$ cat config.mk
export PLATFORM = sky130hd
export DESIGN_NAME = cm_sort_ser_flat
export DESIGN_NICKNAME = d
export VERILOG_FILES = /design/src/rtl/cm_sort_ser_if.sv /design/src/rtl/cm_sort_ser.sv /design/src/flat_wrapper.sv
export SDC_FILE = /design/constraint.sdc
export NUM_CORES = 1
export LEC_CHECK = 0
export BUFFER_PORTS_ARGS = -buffer_cell sky130_fd_sc_hd__buf_2
export CORE_MARGIN = 4
export CORE_UTILIZATION = 30
export CTS_CLUSTER_DIAMETER = 60
export CTS_CLUSTER_SIZE = 16
export DETAILED_ROUTE_END_ITERATION = 12
export PLACE_DENSITY = 0.59
export SLEW_MARGIN = 20
export SYNTH_ARGS = -nofsm -noshare
export SYNTH_HDL_FRONTEND = slang
export SYNTH_SLANG_ARGS = --single-unit
$ cat constraint.sdc
create_clock -name i_clk -period 3.4 [get_ports i_clk]
set_clock_uncertainty 0.15 [all_clocks]
set_input_delay 0.68 -clock i_clk [delete_from_list [all_inputs] [get_ports i_clk]]
set_output_delay 0.68 -clock i_clk [all_outputs]
set_load 0.005 [all_outputs]
$ cat src/rtl/cm_sort_ser_if.sv
// Handshake bundle for cm_sort_ser: vector capture side (i_vld/o_rdy/i_data)
// and beat emission side (o_vld/i_rdy/o_data/o_idx/o_last).
interface cm_sort_ser_if #(
  parameter int DCNT   = 8,
  parameter int DWIDTH = 8
);
  localparam int IW = $clog2(DCNT);

  logic                         i_vld;
  logic                         o_rdy;
  logic [DCNT-1:0][DWIDTH-1:0]  i_data;
  logic                         o_vld;
  logic                         i_rdy;
  logic [DWIDTH-1:0]            o_data;
  logic [IW-1:0]                o_idx;
  logic                         o_last;

  modport master (
    output i_vld, i_data, i_rdy,
    input  o_rdy, o_vld, o_data, o_idx, o_last
  );

  modport slave (
    input  i_vld, i_data, i_rdy,
    output o_rdy, o_vld, o_data, o_idx, o_last
  );
endinterface

$ cat src/rtl/cm_sort_ser.sv
// Serializes one captured DCNT-lane vector into single-element beats tagged
// with lane index and last flag; optional suppression of repeated values.
module cm_sort_ser #(
  parameter int DCNT     = 8,
  parameter int DWIDTH   = 8,
  parameter int SKIP_DUP = 0
) (
  input  logic          i_clk,
  input  logic          i_rst,
  cm_sort_ser_if.slave  bus
);
  localparam int IW = $clog2(DCNT);
  typedef logic [DCNT-1:0][DWIDTH-1:0] vec_t;

  localparam logic [0:0] ST_IDLE  = 1'b0;
  localparam logic [0:0] ST_DRAIN = 1'b1;

  logic [0:0]        state_q;
  logic [IW-1:0]     ptr_q;
  logic [IW-1:0]     ptr_d;
  logic [DWIDTH-1:0] data_q;
  logic              last_q;
  logic              last_d;
  logic              first_last;
  vec_t              vec_q;
  logic              acc;
  logic              fire;

  // A lane above p is a successor if it differs from lane p (or always, without dup suppression).
  function automatic logic has_next(input vec_t v, input logic [IW-1:0] p);
    has_next = 1'b0;
    for (int j = 0; j < DCNT; j++) begin
      if (j > int'(p) && (SKIP_DUP == 0 || v[j] != v[p])) has_next = 1'b1;
    end
  endfunction

  function automatic logic [IW-1:0] next_lane(input vec_t v, input logic [IW-1:0] p);
    next_lane = p;
    for (int j = DCNT - 1; j >= 0; j--) begin
      if (j > int'(p) && (SKIP_DUP == 0 || v[j] != v[p])) next_lane = IW'(j);
    end
  endfunction

  assign fire        = (state_q == ST_DRAIN) && bus.i_rdy;
  assign bus.o_rdy   = !i_rst && ((state_q == ST_IDLE) || (fire && last_q));
  assign acc         = bus.o_rdy && bus.i_vld;
  assign bus.o_vld   = (state_q == ST_DRAIN);
  assign bus.o_data  = data_q;
  assign bus.o_idx   = ptr_q;
  assign bus.o_last  = last_q;

  always_comb begin
    ptr_d      = next_lane(vec_q, ptr_q);
    last_d     = !has_next(vec_q, ptr_d);
    first_last = !has_next(bus.i_data, {IW{1'b0}});
  end

  always_ff @(posedge i_clk) begin
    if (acc) vec_q <= bus.i_data;
  end

  // Capture takes priority: on a last-beat transfer with i_vld the next vector loads directly.
  always_ff @(posedge i_clk or posedge i_rst) begin
    if (i_rst) begin
      state_q <= ST_IDLE;
      ptr_q   <= '0;
      data_q  <= '0;
      last_q  <= 1'b0;
    end else if (acc) begin
      state_q <= ST_DRAIN;
      ptr_q   <= '0;
      data_q  <= bus.i_data[0];
      last_q  <= first_last;
    end else if (fire) begin
      if (last_q) begin
        state_q <= ST_IDLE;
      end else begin
        ptr_q  <= ptr_d;
        data_q <= vec_q[ptr_d];
        last_q <= last_d;
      end
    end
  end
endmodule

$ cat src/flat_wrapper.sv
// flat-port wrapper written by rule: the top's interface ports become plain ports
module cm_sort_ser_flat 
#(
  parameter int DCNT     = 8,
  parameter int DWIDTH   = 8,
  parameter int SKIP_DUP = 0
)
  (i_clk, i_rst, bus_i_vld, bus_i_data, bus_i_rdy, bus_o_rdy, bus_o_vld, bus_o_data, bus_o_idx, bus_o_last);
  cm_sort_ser_if #(.DCNT(DCNT), .DWIDTH(DWIDTH)) bus_i ();
  input  logic i_clk;
  input  logic i_rst;
  input wire logic [$bits(bus_i.i_vld)-1:0] bus_i_vld;
  input wire logic [$bits(bus_i.i_data)-1:0] bus_i_data;
  input wire logic [$bits(bus_i.i_rdy)-1:0] bus_i_rdy;
  output wire logic [$bits(bus_i.o_rdy)-1:0] bus_o_rdy;
  output wire logic [$bits(bus_i.o_vld)-1:0] bus_o_vld;
  output wire logic [$bits(bus_i.o_data)-1:0] bus_o_data;
  output wire logic [$bits(bus_i.o_idx)-1:0] bus_o_idx;
  output wire logic [$bits(bus_i.o_last)-1:0] bus_o_last;
  assign bus_i.i_vld = bus_i_vld;
  assign bus_i.i_data = bus_i_data;
  assign bus_i.i_rdy = bus_i_rdy;
  assign bus_o_rdy = bus_i.o_rdy;
  assign bus_o_vld = bus_i.o_vld;
  assign bus_o_data = bus_i.o_data;
  assign bus_o_idx = bus_i.o_idx;
  assign bus_o_last = bus_i.o_last;
  cm_sort_ser #(.DCNT(DCNT), .DWIDTH(DWIDTH), .SKIP_DUP(SKIP_DUP)) u_core (.i_clk(i_clk), .i_rst(i_rst), .bus(bus_i));
endmodule
==> flow_summary.yaml <==
global_route:
  antenna_found_initial: 0
  overflow: 0
  grt_pass1_vias: 1853
  grt.total_usage_pct: 11.7
  grt_pass1_wl_mm: 10.0
  grt_max_degree: 31
detailed_routing:
  drtIter0Drc: 114
  wl_per_cell_um: 15.6
  drt_wl_total_mm: 6.48
  vias_per_cell: 4.57
  dr.pass1.iters: 4
  dr_total_vias: 1900
  route.detailed.drc: 0
  antenna_left: 0
die:
  ios: 82
  core_um2: 9330
  fp.dieW_um: 106
  start_util_pct: 31.0
  num_rows: 35
  die_h_um: 106
  dieArea_um2: 11300
worst_hold_path:
  hold_class: "input pin to async pin"
clock_tree:
  clockBufferDepth: 2
  clock_sinks: 69
  insertion_delay_ns: 0.34
  clockRootBuffer: "clkbuf_8"
  tritoncts: "done"
  h-tree-depth: 3
  cts_post_setup_buffers_inserted: 0
  cts_resized: 0
  cts_inserted_buffers: 9
  path_clk_slew_ns: 0.08
  postCtsHoldBufs: 0
worst_setup_path:
  worst-setup-path-type: "flip-flop to output pin"
  crit_slowest_cell: "dfrtp_1"
  critPathMaxFanout: 23
  cp_top_family: "flip-flops"
  start_kind: "flip-flop"
  arrival_ns: 1.38
  r2r_slack_ns: 1.29
  cp-end-kind: "output pin"
  cp_num_buf_inv: 1
  critical_path.cell_chain: "buf_2"
  slowest_delay_ns: 0.80
  cp.required_ns: 2.57
place:
  place.gp.congestion: 0.769
  post-place-ws_ns: 1.14
  hpwl_mm: 4.66
  place_inst: 400
  io_buffers: 81
sta:
  rsz0062_at_grt: "false"
  setup_slack_ns: 1.19
  finalSetupTns_ns: 0
  fin_crit_ns: 2.21
  setup_viol: 0
  worst_pin_slew_ns: 0.702
  drv_slew: 0
  max_slew_margin_pct: 53.2
  fin_crit_sh_pct: 65.0
  finalHoldViolations: 0
  max_freq_ghz: 0.452
synth:
  synth.distinct_cells: 39
  synth_async_sr_flop_share_pct: 18.8
  syn_avg_cell_area_um2: 14.5
  mappedNetlistNets: 267
  synthTopCellsByArea: "edfxtp_1, dfrtp_1, mux2i_1, a211oi_1, nor3b_1"
  synth_common_cells: "edfxtp_1, dfrtp_1, mux2i_1"
  seq_area_frac_synth_pct: 69.4
  yosys_warnings: 0
  synth_top_area_share_pct: 58.2
  synth_edf_count: 56
  syn_inst: 199
  synth-seq-cells: 69
  synth.most_common_cell: "edfxtp_1"
  yosysTopAreaCell: "edfxtp_1"
  netlist_area_um2: 2890
  ys.flop_type: "edfxtp_1"
run_status:
  status: "finished, final reports clean"
final_layout:
  instances_no_fill: 416
  layout-drive-gt1-share_pct: 37.3
  antennaDiodeCount: 0
  syn2layout_area_growth_pct: 27.1
  final_nets: 350
power_and_ir_drop:
  max-vdd-ir-drop_mv: 0.273
  p_leak_uw: 0.00140
  cellPowerDensity_nw_per_um2: 793
job:
  maxCapViolations: 0
-- metrics by stage --
stage	hold slack, ns	utilization (%)	area [µm²]	total power [µW]
2_1_floorplan	0.356	-	2890	1800
3_3_place_gp	0.363	36.5	3400	2050
3_5_place_dp	0.356	36.5	3400	2060
4_1_cts	0.283	39.4	3670	2950
5_1_grt	0.328	39.4	3670	3100
6_report	0.284	39.4	3670	2910
-- logic make-up after synthesis --
| family | after synthesis | share of synthesized area, % |
|---|---|---|
| DFF | 69 | 69.4 |
| buffers and inverters | 16 | 3.38 |
| muxes | 15 | 5.67 |
| AOI/OAI and AO/OA | 47 | 10.3 |
| and+or+nand+nor | 52 | 11.2 |
-- worst reg2reg max path, cell delays in order, from the launching register on --
cell and delay, ns:
dfrtp_1 0.79, buf_4 0.39, mux2i_1 0.22, o211ai_1 0.14
a211oi_1 0.24, nor2_1 0.07
-- sequential cells by signal, summed over array words and instances, names as in the netlist --
| name | count |
|---|---|
| u_core.bus.o_vld | 1 |
| u_core.vec_q | 56 |
| u_core.bus.o_last | 1 |
| u_core.bus.o_idx | 3 |
| u_core.bus.o_data | 8 |
-- report_power, final --
group | switching [µW] | internal (µW) | total [µW]
logic | 430 | 369 | 799
registers | 156 | 1070 | 1230
clock network | 304 | 581 | 885
-- layer usage --
metal	part of all wire (%)	vias to the layer above	track usage, %
met1	47	888	16.7
met4	0.63	0	5.27
li1	-	939	-
met5	0	-	0
met3	6.8	6	3.46
met2	46	67	16.4
-- layout by cell type (no fill, tap or decap), types with 2 or more instances in the layout --
master	count
nor2_1	12
nand2b_1	3
nor2b_1	3
mux2i_1	13
clkbuf_8	10
nand3b_1	6
bufinv_16	4
o21ai_0	10
a211oi_1	7
a21oi_1	4
nand2_1	2
buf_4	4
o21ai_1	5
buf_2	81
a31oi_1	2
nor3b_1	7
nand4b_1	6
nand3_1	6
edfxtp_1	56
o22ai_1	6
dfrtp_1	13
o211ai_1	7
inv_1	2
-- worst paths after layout --
kind,from,end,cells past startpoint
max in group asynchronous,i_rst,u_core.bus.o_data[5],2
worst max-delay path,u_core.bus.o_idx[2],bus_o_idx[2],1
worst min register to register,u_core.bus.o_data[2],u_core.bus.o_data[2],1
worst max register to register,u_core.bus.o_idx[0],u_core.bus.o_data[4],5
worst min-delay path,i_rst,u_core.bus.o_data[3],2
min in group i_clk,bus_i_data[43],u_core.vec_q[43],1
-- cell type report --
cell class / count / area (µm²)
inverters: 3 / 11.3
flip-flops and latches: 69 / 2010
fillers: 893 / 5660
clock buffers: 10 / 138
well taps: 129 / 161
clock inverters: 6 / 134
multi-input cells: 114 / 786
repair buffers: 85 / 435
Power figures use the tool's default switching activity.
